### config.mk
export PLATFORM = sky130hd
export DESIGN_NAME = nabp_sinogram_addresser_multi
export DESIGN_NICKNAME = d
export VERILOG_FILES = /design/src/rtl/nabp_pkg.sv /design/src/rtl/nabp_priority_grant.sv /design/src/rtl/nabp_sinogram_addresser_multi.sv
export SDC_FILE = /design/constraint.sdc
export NUM_CORES = 1
export LEC_CHECK = 0
export ABC_AREA = 1
export BUFFER_PORTS_ARGS = -buffer_cell sky130_fd_sc_hd__buf_2
export CAP_MARGIN = 20
export CELL_PAD_IN_SITES_DETAIL_PLACEMENT = 1
export CELL_PAD_IN_SITES_GLOBAL_PLACEMENT = 1
export CORE_MARGIN = 2
export CORE_UTILIZATION = 43
export CTS_CLUSTER_DIAMETER = 60
export CTS_CLUSTER_SIZE = 28
export DETAILED_ROUTE_END_ITERATION = 8
export PLACE_DENSITY = 0.77
export SLEW_MARGIN = 5
export SYNTH_ARGS = -nofsm -noshare
export SYNTH_HDL_FRONTEND = slang
export SYNTH_SLANG_ARGS = --single-unit
export TNS_END_PERCENT = 50
### constraint.sdc
create_clock -name clk -period 5.8 [get_ports clk]
set_input_delay 1.16 -clock clk [delete_from_list [all_inputs] [get_ports clk]]
set_output_delay 1.16 -clock clk [all_outputs]
set_load 0.1 [all_outputs]
### src/rtl/nabp_pkg.sv
// Shared NABP definitions: addresser FSM state encoding and scan geometry defaults.
package nabp_pkg;

    typedef enum logic [1:0] {
        READY = 2'd0,
        WORK  = 2'd1,
        DRAIN = 2'd2
    } nabp_state_e;

    localparam int kDefaultNoOfAngles         = 180;
    localparam int kDefaultProjectionLineSize = 256;

endpackage

### src/rtl/nabp_priority_grant.sv
// Lowest-index-wins one-hot arbiter over a request vector.
module nabp_priority_grant #(
    parameter int kNoOfChannels = 2
) (
    input  logic [kNoOfChannels-1:0] req,
    output logic [kNoOfChannels-1:0] gnt
);

    logic found;

    always_comb begin
        gnt   = '0;
        found = 1'b0;
        for (int i = 0; i < kNoOfChannels; i++) begin
            if (req[i] && !found) begin
                gnt[i] = 1'b1;
                found  = 1'b1;
            end
        end
    end

endmodule

### src/rtl/nabp_sinogram_addresser_multi.sv
// Hands out successive projection angles to filtered-RAM channels and
// turns each channel's sample index into a registered sinogram address.
module nabp_sinogram_addresser_multi
    import nabp_pkg::*;
#(
    parameter int kNoOfChannels          = 2,
    parameter int kAngleLength           = 9,
    parameter int kSLength               = 9,
    parameter int kSinogramAddressLength = 17,
    parameter int kNoOfAngles            = kDefaultNoOfAngles,
    parameter int kProjectionLineSize    = kDefaultProjectionLineSize
) (
    input  logic                                        clk,
    input  logic                                        reset,
    input  logic                                        hs_kick,
    input  logic [kAngleLength-1:0]                     hs_angle_step,
    input  logic [kAngleLength-1:0]                     hs_angle_count,
    input  logic [kSinogramAddressLength-1:0]           hs_base_addr,
    output logic                                        hs_done,
    input  logic [kNoOfChannels-1:0]                    fr_next_angle,
    input  logic [kNoOfChannels*kSLength-1:0]           fr_s_val,
    output logic [kNoOfChannels*kAngleLength-1:0]       fr_angle,
    output logic [kNoOfChannels-1:0]                    fr_has_next_angle,
    output logic [kNoOfChannels-1:0]                    fr_next_angle_ack,
    output logic [kNoOfChannels*kSinogramAddressLength-1:0] sg_addr
);

    localparam int C  = kNoOfChannels;
    localparam int AL = kAngleLength;
    localparam int AW = kSinogramAddressLength;

    localparam logic [AL-1:0] kMaxCount = AL'(kNoOfAngles);
    localparam logic [AW-1:0] kLineStep = AW'(kProjectionLineSize);

    nabp_state_e state_q, state_d;
    logic [AL-1:0] step_q, step_d;
    logic [AL-1:0] count_q, count_d;
    logic [AL-1:0] issued_q, issued_d;
    logic [AL-1:0] next_angle_q, next_angle_d;
    logic [AW-1:0] next_base_q, next_base_d;
    logic [C-1:0] busy_q, busy_d;
    logic [C-1:0] ack_q, ack_d;
    logic [C-1:0][AL-1:0] fr_angle_q, fr_angle_d;
    logic [C-1:0][AW-1:0] base_q, base_d;
    logic [C-1:0][AW-1:0] sg_addr_q, sg_addr_d;

    logic can_issue;
    logic [C-1:0] req_eff;
    logic [C-1:0] grant;

    assign can_issue = (state_q == WORK) && (issued_q < count_q);

    // A request still held in the cycle after its ack is the same request.
    assign req_eff = fr_next_angle & ~ack_q & {C{can_issue}};

    nabp_priority_grant #(
        .kNoOfChannels(C)
    ) u_grant (
        .req(req_eff),
        .gnt(grant)
    );

    always_comb begin
        state_d      = state_q;
        step_d       = step_q;
        count_d      = count_q;
        issued_d     = issued_q;
        next_angle_d = next_angle_q;
        next_base_d  = next_base_q;
        ack_d        = grant;
        busy_d       = busy_q;
        fr_angle_d   = fr_angle_q;
        base_d       = base_q;
        sg_addr_d    = sg_addr_q;

        case (state_q)
            READY: begin
                if (hs_kick) begin
                    state_d      = WORK;
                    step_d       = hs_angle_step;
                    count_d      = (hs_angle_count > kMaxCount) ?
                                   kMaxCount : hs_angle_count;
                    issued_d     = '0;
                    next_angle_d = '0;
                    next_base_d  = hs_base_addr;
                end
            end
            WORK: begin
                if (|grant) begin
                    issued_d     = issued_q + AL'(1);
                    next_angle_d = next_angle_q + step_q;
                    next_base_d  = next_base_q + kLineStep;
                end
                if (issued_d >= count_q) begin
                    state_d = DRAIN;
                end
            end
            DRAIN: begin
                if (busy_q == '0) begin
                    state_d = READY;
                end
            end
            default: state_d = READY;
        endcase

        for (int c = 0; c < C; c++) begin
            if (grant[c]) begin
                fr_angle_d[c] = next_angle_q;
                base_d[c]     = next_base_q;
                busy_d[c]     = 1'b1;
            end else if (fr_next_angle[c]) begin
                busy_d[c] = 1'b0;
            end
            sg_addr_d[c] = base_q[c] +
                           AW'(fr_s_val[c*kSLength +: kSLength]);
        end
    end

    always_ff @(posedge clk or posedge reset) begin
        if (reset) begin
            state_q      <= READY;
            step_q       <= '0;
            count_q      <= '0;
            issued_q     <= '0;
            next_angle_q <= '0;
            next_base_q  <= '0;
            ack_q        <= '0;
            busy_q       <= '0;
            fr_angle_q   <= '0;
            base_q       <= '0;
            sg_addr_q    <= '0;
        end else begin
            state_q      <= state_d;
            step_q       <= step_d;
            count_q      <= count_d;
            issued_q     <= issued_d;
            next_angle_q <= next_angle_d;
            next_base_q  <= next_base_d;
            ack_q        <= ack_d;
            busy_q       <= busy_d;
            fr_angle_q   <= fr_angle_d;
            base_q       <= base_d;
            sg_addr_q    <= sg_addr_d;
        end
    end

    assign hs_done           = (state_q == DRAIN) && (busy_q == '0);
    assign fr_has_next_angle = {C{can_issue}};
    assign fr_next_angle_ack = grant;
    assign fr_angle          = fr_angle_q;
    assign sg_addr           = sg_addr_q;

endmodule
Word level (Yosys, flattened, before mapping)
Cells that the tools add are included.

storage, ports and cells
  register bits = 145
  input port bits = 58
  output and inout port bits = 57
  logic and storage cells = 66

operators by class
  add/subtract/negate cells = 5
  order comparisons = 3
  equality and inequality tests = 6
  muxes and demuxes = 20
  bitwise operators = 3
  reductions and logical operators = 14

operator list
  kind                                                                   number
  9-bit two-way mux                                                      5
  9-bit one-hot mux with 2 select lines                                  2
  17-bit by 9-bit adder with 17-bit output                               2
  17-bit two-way mux                                                     2
  17-bit one-hot mux with 2 select lines                                 1
  17-bit by 9-bit adder with 17-bit output (second input constant)       1
  9-bit by 1-bit adder with 9-bit output (second input constant)         1
  9-bit adder                                                            1
  9-bit greater-or-equal comparator                                      1
  9-bit by 8-bit > comparator with 1-bit output (second input constant)  1
  9-bit less-than comparator                                             1
  1-bit two-way mux                                                      6
  2-bit two-way mux                                                      3
  2-bit one-hot mux with 3 select lines                                  1
  3-bit AND reduction                                                    2
  2-bit nonzero test                                                     3
  2-bit bitwise AND                                                      2
  2-bit zero test                                                        2
  2-bit by 1-bit != test with 1-bit output (second input constant)       2
  2-bit != test (second input constant)                                  2
  2-bit AND reduction                                                    2
  1-bit logical AND                                                      3
  2-bit by 1-bit == test with 1-bit output (second input constant)       1
  2-bit == test (second input constant)                                  1
  3 further kinds                                                        3

Depth between registers and ports, before layout
Gate-level depths: netlist of run 1.

  depth in word-level cells = 13
  mapped depth = 20
  depth with buffers taken out = 18

Cells and area by module
From an unflattened synthesis of run 1, not the netlist that was laid out.

unflattened totals
  cell total of the unflattened synthesis = 1052
  area total of the unflattened synthesis = 7976.4 sq um

by module, submodules not included
  module                         instances  cells an instance  area an instance (sq um)  seq. area each (sq um)
  nabp_sinogram_addresser_multi  1          1049               7958.9                    3628.5
  nabp_priority_grant            1          3                  17.5                      0.0

Worst setup path before layout of run 1
No wires, ideal clock.

  path type = register to output
  start point = register state_q[0]
  end point = output port hs_done
  data arrival time = 3.352 ns
  data required time = 4.640 ns
  slack = 1.288 ns
  cell stages (with the launch flop) = 2
  buffers on the path = 0
  cell sequence = dfrtp_1 -> nor4_1

between the ends
  cells in the longest elaborated chain, start to end = 2

ends and longest elaborated chain
  element                 RTL line                              source
  start, declared         nabp_sinogram_addresser_multi.sv:35   nabp_state_e state_q, state_d;
  start signal, assigned  nabp_sinogram_addresser_multi.sv:133  state_q <= state_d;
  2-bit == test           nabp_sinogram_addresser_multi.sv:147  assign hs_done = (state_q == DRAIN) && (busy_q == '0);
  1-bit logical AND       nabp_sinogram_addresser_multi.sv:147
  end, declared           nabp_sinogram_addresser_multi.sv:19   output logic hs_done,

No other way between the ends.

Worst setup path after layout of run 1
  start point = register issued_q[3]
  end point = output port fr_next_angle_ack[0]

between the ends
  cells in the longest elaborated chain, start to end = 4

ends and longest elaborated chain
  element                     RTL line                              source
  start, declared             nabp_sinogram_addresser_multi.sv:38   logic [AL-1:0] issued_q, issued_d;
  start signal, assigned      nabp_sinogram_addresser_multi.sv:136  issued_q <= issued_d;
  9-bit less-than comparator  nabp_sinogram_addresser_multi.sv:51   assign can_issue = (state_q == WORK) && (issued_q < count_q);
  1-bit logical AND           nabp_sinogram_addresser_multi.sv:51
  2-bit bitwise AND           nabp_sinogram_addresser_multi.sv:54   assign req_eff = fr_next_angle & ~ack_q & {C{can_issue}};
  1-bit two-way mux           nabp_priority_grant.sv:15             if (req[i] && !found) begin
  end, declared               nabp_sinogram_addresser_multi.sv:24   output logic [kNoOfChannels-1:0] fr_next_angle_ack,

No other way between the ends.

==> impl_metrics.toml, run 1 <==
[status]
status = "completed"

[routing]
ant_nets = 0
vias = 6463
first_pass_iters = 4
vias_per_cell = 5.10
avgRoutedWirePerCell_um = 16.0
drt_iter0_drc = 315
wirelength_um = 20300
drcViolationCount = 0

[floorplanning]
num_io_pins = 115
die_h_um = 138
initial_core_util = 0.442
rows = 48
core_um2 = 17400
die_area_um2 = 18900
fp.dieW_um = 138

[timing]
fin_setup_tns_ns = 0
rsz0062_at_grt = "no"
final-setup-viol-count = 0
whs_ns = 0.483
fin_crit_ns = 3.97
slew_headroom = 0.391
hold_viol_final = 0
fin_crit_sh = 0.684
fmax_mhz = 252
slew_viol_final = 0
skew_ns = 0.0108
tightest_slew_ns = 0.914

[global_route]
grt_pass1_vias = 6942
grt_antenna_before_repair = 1
grt.total_usage = 0.231
grt_pass1_wl_um = 33800
grt_max_degree = 101
overflow = 0

[yosys]
syn-num-nets = 1026
yosysUniqueCellTypes = 39
synth_edf_count = 0
synth-seq-cells = 145
synth_seq_area_share = 0.473
synth.avg_cell_area_um2 = 8.34
synthArstFlopShare = 1.00
syn_area_um2 = 7670
syn_inst = 920
yosys_warnings = 0
synth_flop_cell = "dfrtp_1"

[final_layout]
final_common_cell = "nand2_1"
mostFrequentLayoutCells = "nand2_1 (269), dfrtp_1 (145), buf_2 (114)"
fin_area_um2 = 9010
instances_no_fill = 1268
area.growth.synth_to_final_pct = 17.4
layout-drive-gt1-share = 0.168
nNetsFinal = 1135

[clocking]
cts_sinks = 145
htreeDepth = 4
clockRootBuffer = "clkbuf_16"
cts_setup_buffers = 0
clk_pin_slew_ns = 0.07
cts_buffers = 17
cts_tree = "done"
cts_repair_resize_count = 0
cts.path.max_buffers = 2
clk_latency_ns = 0.43
cts_hold_buf = 0

[worst_setup_path]
crit_buf_inv = 2
cpMaxStageDelayCell = "buf_2"
cp.required_ns = 4.64
path_cells = "ha_1, nand2_1, inv_1, nand2_1, nand3_1, nand2_1, nand2_2, nor2_4, buf_2"
cp_max_fo = 17
worstSetupPathType = "reg -> out"
cp_common_cell = "nand2_1"
slowest_delay_ns = 0.50
worstSetupStartpointType = "flop"
cp.arrival_ns = 2.81
critPathCaptureType = "primary output"
critical-path-top-delay-family = "simple AND/OR/NAND/NOR gates"

[placed_design]
portBuffers = 114
gp_congestion = 0.878
placed_area_um2 = 8390
dp.cells = 1235
dpl.hpwl_um = 14700

[min_path]
hp-class = "reg -> reg"

[job]
maxCapViolCount = 0
cells in the mapped netlist, types with 4 or more instances:
cell type | instances | share of area
nand2_1 | 269 | 0.13
dfrtp_1 | 145 | 0.47
inv_1 | 113 | 0.055
o21ai_1 | 56 | 0.037
nand3_1 | 53 | 0.035
ha_1 | 45 | 0.073
o21ai_0 | 43 | 0.028
nor2_1 | 39 | 0.019
xor2_1 | 28 | 0.032
a21oi_1 | 24 | 0.016
buf_2 | 11 | 0.0072
nand4_1 | 10 | 0.0082
xnor2_1 | 10 | 0.011
o2111ai_1 | 9 | 0.010
o21ai_2 | 8 | 0.0091
clkbuf_1 | 7 | 0.0034
inv_2 | 7 | 0.0034
nor3_1 | 6 | 0.0039
buf_6 | 4 | 0.0059
layer usage:
metal	up-vias	track usage	wire length, um
met5	-	0	0
met2	127	0.404	10100
met1	3131	0.282	8900
li1	3173	-	-
met3	32	0.0460	838
met4	0	0.0836	453
through the flow:
stage | setup slack [ns] | util
final | 1.83 | 0.519
after floorplan | 0.745 | -
after detailed placement | 1.98 | 0.483
after global routing | 1.58 | 0.519
after global placement | 2.03 | 0.483
after CTS | 1.80 | 0.519
registers in the layout (all words and copies together), names as in the netlist:
register and count:
base_q 34, step_q 9, state_q 2, ack_q 2, sg_addr 34, busy_q 2, count_q 9, fr_angle 18
next_angle_q 9, issued_q 9, next_base_q 17
final timing paths:
check                           slack [ns]                    to  cells past startpoint        start
worst max-delay path                  1.83  fr_next_angle_ack[0]                      9  issued_q[3]
worst min register to register        0.48           sg_addr[33]                      1   base_q[33]
worst min-delay path                  0.48           sg_addr[33]                      1   base_q[33]
min in group asynchronous             0.89           issued_q[3]                      2        reset
worst max register to register        2.48            state_q[1]                     16  issued_q[3]
max in group asynchronous             3.71           sg_addr[31]                      3        reset
cells by family (layout without fill, tap and decap cells):
family,Yosys count,count (layout),share of synthesized area
and+or+nand+nor,392,392,0.212
buffers and inverters,149,271,0.0815
AOI/OAI and AO/OA,148,148,0.109
DFF,145,145,0.473
adders and majority gates,48,48,0.0812
xor gates and xnor gates,38,38,0.0434
other,0,1,0
final cells by class:
type,count,area (um2)
well taps,225,282
fillers,2094,8350
diodes,1,2.50
inverters,121,459
clock inverters,12,158
repair buffers,118,601
multi-input cells,626,3420
clock buffers,20,457
flip-flops and latches,145,3630
Power of run 1 is left out: the tool's default activity adds up to more than one toggle a clock period on the data nets, which glitch-free logic cannot reach.
==> inputs of run 2 (changes only) <==
--- a/config.mk
+++ b/config.mk
@@ -11,11 +11,11 @@
 export CELL_PAD_IN_SITES_DETAIL_PLACEMENT = 1
 export CELL_PAD_IN_SITES_GLOBAL_PLACEMENT = 1
 export CORE_MARGIN = 2
-export CORE_UTILIZATION = 43
+export CORE_UTILIZATION = 39
 export CTS_CLUSTER_DIAMETER = 60
 export CTS_CLUSTER_SIZE = 28
 export DETAILED_ROUTE_END_ITERATION = 8
-export PLACE_DENSITY = 0.77
+export PLACE_DENSITY = 0.74
 export SLEW_MARGIN = 5
 export SYNTH_ARGS = -nofsm -noshare
 export SYNTH_HDL_FRONTEND = slang
==> constraint.sdc (replaced) <==
create_clock -name clk -period 3.61 [get_ports clk]
set_input_delay 0.722 -clock clk [delete_from_list [all_inputs] [get_ports clk]]
set_output_delay 0.722 -clock clk [all_outputs]
set_load 0.1 [all_outputs]
==> impl_metrics.toml, run 2 (synthesis results as in run 1) <==
[status]
status = "completed"

[clocking]
cts_buffers = 17
cts_repair_resize_count = 0
clockRootBuffer = "clkbuf_16"
cts_tree = "done"
cts_setup_buffers = 0
cts_hold_buf = 0
htreeDepth = 4
cts.path.max_buffers = 2
cts_sinks = 145
clk_pin_slew_ns = 0.06
clk_latency_ns = 0.42

[floorplanning]
die_h_um = 144
die_area_um2 = 20800
initial_core_util = 0.396
fp.dieW_um = 144
num_io_pins = 115
core_um2 = 19400
rows = 51

[worst_setup_path]
r2r_start = "issued_q[4]"
cp_max_fo = 11
critPathCaptureType = "primary output"
cp.arrival_ns = 2.53
worstSetupStartpointType = "flop"
timing.rr.end = "state_q[1]"
cp.required_ns = 2.89
r2r_slack_ns = 0.40
worstSetupPathType = "reg -> out"
rr_worst_depth = 16

[timing]
fin_setup_tns_ns = 0
fmax_mhz = 308
fin_crit_sh = 0.900
skew_ns = 0.00942
final-setup-viol-count = 0
slew_headroom = 0.402
slew_viol_final = 0
whs_ns = 0.466
rsz0062_at_grt = "no"
fin_crit_ns = 3.25
tightest_slew_ns = 0.895
hold_viol_final = 0

[global_route]
grt.total_usage = 0.203
grt_pass1_wl_um = 32900
grt_pass1_vias = 6647
grt_antenna_before_repair = 0
grt_max_degree = 54
overflow = 0

[final_layout]
antennaDiodeCount = 0
final_common_cell = "nand2_1"
nNetsFinal = 1139
area.growth.synth_to_final_pct = 18.4
layout-drive-gt1-share = 0.170
mostFrequentLayoutCells = "nand2_1 (269), dfrtp_1 (145), buf_2 (113)"

[placed_design]
portBuffers = 114
dpl.hpwl_um = 14900
gp_congestion = 0.859

[routing]
ant_nets = 0
wirelength_um = 19800
vias_per_cell = 4.88
vias = 6395
drcViolationCount = 0
first_pass_iters = 4
drt_iter0_drc = 288
avgRoutedWirePerCell_um = 15.1

[min_path]
hp-class = "in -> async"

[job]
maxCapViolCount = 0
run 2: changes by cell type in the layout (fill, tap and decap cells not counted):
cell | previous run | this run
buf_12 | 0 | 3
clkinv_2 | 2 | 5
clkinv_4 | 3 | 0
buf_4 | 4 | 6
buf_2 | 114 | 113
bufinv_16 | 3 | 2
clkbuf_8 | 2 | 3
diode_2 | 1 | 0
inv_6 | 2 | 1
run 2: worst max-delay path by stage:
stage / start / end / slack, ns
after global routing: issued_q[4] / state_q[1] / 0.04
after floorplan: state_q[0] / hs_done / -0.46
after CTS: issued_q[3] / fr_next_angle_ack[0] / 0.37
final: issued_q[4] / fr_next_angle_ack[0] / 0.36
after detailed placement: issued_q[4] / state_q[1] / 0.50
after global placement: issued_q[4] / state_q[1] / 0.60
run 2: worst max-delay path: stages (launching register included):
cell and delay, ns:
dfrtp_1 0.47, ha_1 0.33, nand2_1 0.09, inv_1 0.04, nand2_1 0.06, nand3_1 0.10
nand2_1 0.32, nand2_2 0.14, nor2_4 0.12, buf_2 0.43
run 2: area by class of cell:
cell class | instances | area, um2
Sequential cell | 145 | 3630
Clock buffer | 21 | 470
Clock inverter | 10 | 109
Fill cell | 2398 | 10300
Timing Repair Buffer | 122 | 671
Tap cell | 265 | 332
Multi-Input combinational cell | 626 | 3420
Inverter | 121 | 458
run 2: through the flow:
| step | setup slack [ns] | area (um2) | utilization | cells |
|---|---|---|---|---|
| after CTS | 0.371 | 9090 | 0.468 | 1310 |
| final | 0.362 | 9090 | 0.468 | 1310 |
| after floorplan | -0.464 | 7680 | - | 920 |
| after detailed placement | 0.497 | 8510 | 0.439 | 1279 |
| after global placement | 0.597 | 8510 | 0.439 | 1279 |
| after global routing | 0.0372 | 9090 | 0.468 | 1310 |
run 2: metal layers:
| layer | share of wire | track usage |
|---|---|---|
| met2 | 0.50 | 0.361 |
| met4 | 0.016 | 0.0572 |
| met5 | 0 | 0 |
| met3 | 0.040 | 0.0411 |
| met1 | 0.45 | 0.251 |
Power of run 2 is left out for the same reason.
==> inputs of run 3 (changes only) <==
--- a/config.mk
+++ b/config.mk
@@ -5,17 +5,16 @@
 export SDC_FILE = /design/constraint.sdc
 export NUM_CORES = 1
 export LEC_CHECK = 0
-export ABC_AREA = 1
 export BUFFER_PORTS_ARGS = -buffer_cell sky130_fd_sc_hd__buf_2
 export CAP_MARGIN = 20
 export CELL_PAD_IN_SITES_DETAIL_PLACEMENT = 1
 export CELL_PAD_IN_SITES_GLOBAL_PLACEMENT = 1
 export CORE_MARGIN = 2
-export CORE_UTILIZATION = 39
+export CORE_UTILIZATION = 40
 export CTS_CLUSTER_DIAMETER = 60
 export CTS_CLUSTER_SIZE = 28
 export DETAILED_ROUTE_END_ITERATION = 8
-export PLACE_DENSITY = 0.74
+export PLACE_DENSITY = 0.73
 export SLEW_MARGIN = 5
 export SYNTH_ARGS = -nofsm -noshare
 export SYNTH_HDL_FRONTEND = slang
==> impl_metrics.toml, run 3 <==
[clocking]
clockRootBuffer = "clkbuf_16"
cts.path.max_buffers = 2
cts_setup_buffers = 0
cts_buffers = 17
cts_tree = "done"
clk_latency_ns = 0.43
htreeDepth = 4
clk_pin_slew_ns = 0.06
cts_sinks = 145
cts_hold_buf = 0

[worst_setup_path]
cp.arrival_ns = 3.76
r2r_start = "issued_q[2]"
rr_worst_depth = 14
cp.required_ns = 3.91
slowest_delay_ns = 0.45
path_cells = "ha_1, a21o_1, a31oi_2, o21ai_2, a211o_1, buf_4, or2_2, a21o_1, ha_1, a21o_1, a21oi_1, o211ai_1, a31o_2, o2bb2ai_1"
worstSetupStartpointType = "flop"
r2r_slack_ns = 0.15
timing.rr.end = "state_q[1]"
worstSetupPathType = "reg -> reg"
cpMaxStageDelayCell = "dfrtp_2"
cp_max_fo = 22
cp_common_cell = "a21o_1"
critPathCaptureType = "flop"

[final_layout]
seq_area_um2 = 3630
nNetsFinal = 875
instances_no_fill = 1006
mostFrequentLayoutCells = "dfrtp_1 (144), buf_2 (112), nand2_1 (86)"
area.growth.synth_to_final_pct = 20.0
final_common_cell = "dfrtp_1"
nFillCells = 1923
multi_input_area_um2 = 3270
post-route-util = 0.492
layout-drive-gt1-share = 0.273

[global_route]
grt_use_met1 = 0.248
grt_busiest_layer = "met2"
grt_util_met2 = 0.349
grt.total_usage = 0.201
grt_max_degree = 56
grt_pass1_vias = 5832
grt_use_met3 = 0.0368
grt_antenna_before_repair = 1
grt_pass1_wl_um = 29200
overflow = 0

[floorplanning]
rows = 48
core_um2 = 17400
die_area_um2 = 18900
fp.dieW_um = 137
die_h_um = 137
initial_core_util = 0.410
num_io_pins = 115

[placed_design]
portBuffers = 114
dpl.hpwl_um = 12900
dp_slack_ns = 0.135
gp_congestion = 0.846
dp.cells = 974

[timing]
slew_viol_final = 0
fin_crit_sh = 0.957
fin_crit_ns = 3.46
final-setup-viol-count = 0
fmax_mhz = 289
whs_ns = 0.205
setup_slack_ns = 0.154
tightest_slew_ns = 0.728
slew_headroom = 0.514
hold_viol_final = 0
skew_ns = 0.00629

[yosys]
syn-num-nets = 753
yosysUniqueCellTypes = 54
syn_inst = 647
synthTopCellsByArea = "dfrtp_1 (51%), mux2_2 (8.2%), ha_1 (7.9%)"
synth_seq_area_share = 0.510
synth_flop_cell = "dfrtp_1"
synthArstFlopShare = 1.00
synth-seq-cells = 145
synth_area_leader_cell = "dfrtp_1"
synth_edf_count = 0
syn_area_um2 = 7110
yosys_warnings = 0
synth_commonest_cells = "dfrtp_1 (145), nand2_1 (86), mux2_2 (52), ha_1 (45), inv_1 (29)"
synth.avg_cell_area_um2 = 11.0
netlist.area_leader.share = 0.510
yosysMostFrequentCell = "dfrtp_1"

[routing]
vias_per_cell = 5.29
first_pass_iters = 5
wirelength_um = 17600
ant_nets = 0
avgRoutedWirePerCell_um = 17.5
vias = 5323
drt_iter0_drc = 226
drcViolationCount = 0

[job]
maxCapViolCount = 0

[status]
status = "completed"

[min_path]
hp-class = "in -> async"
[run 3: what timing repair did]
item,4_1_cts,5_1_grt
endpoints found under the hold margin,0,0
endpoints found under the setup margin,0,2
resized for setup,0,3
[run 3: layout make-up]
cell class,count,share of cell area
sequential,145,0.425
multi-input combinational,451,0.383
timing repair buffer,125,0.0844
clock buffer,25,0.0569
tap,225,0.0330
inverter,29,0.0132
clock inverter,5,0.00367
antenna,1,0.000293
[run 3: routing by layer]
layer,wire length [um],vias up,part of all wire
li1,-,2507,-
met1,7520,2651,0.43
met2,8920,132,0.51
met3,787,33,0.045
met4,405,0,0.023
met5,0,-,0
[run 3: how the worst max path moves through the flow]
stage | startpoint | end | slack (ns) | cells after the start
2_1_floorplan | state_q[0] | hs_done | -0.71 | 1
3_3_place_gp | issued_q[2] | state_q[1] | 0.33 | 14
3_5_place_dp | issued_q[2] | state_q[1] | 0.13 | 13
4_1_cts | issued_q[2] | state_q[1] | 0.09 | 13
5_1_grt | issued_q[2] | state_q[0] | -0.006 | 14
6_report | issued_q[2] | state_q[1] | 0.15 | 14
[run 3: critical path, delay by kind of cell (launching register included)]
kind                       cells  cell delay [ns]
buffers and inverters          1             0.22
DFF                            1             0.45
and+or+nand+nor                1             0.33
AOI/OAI and AO/OA             10             1.84
adders and majority gates      2             0.50
[run 3: per-stage QoR]
step | instance area [um2] | TNS (ns)
after floorplan | 7120 | -0.712
after global placement | 7980 | 0
after detailed placement | 7980 | 0
after CTS | 8500 | 0
after global routing | 8530 | -0.00602
final | 8530 | 0
[run 3: kinds of logic after synthesis]
group,after synthesis,share of synthesized area
simple gates,185,0.120
fa+ha+maj,48,0.0876
mux,58,0.0908
compound gates,117,0.107
buf+inv,51,0.0320
flops,145,0.510
xor+xnor,43,0.0530
Power of run 3 is left out for the same reason.
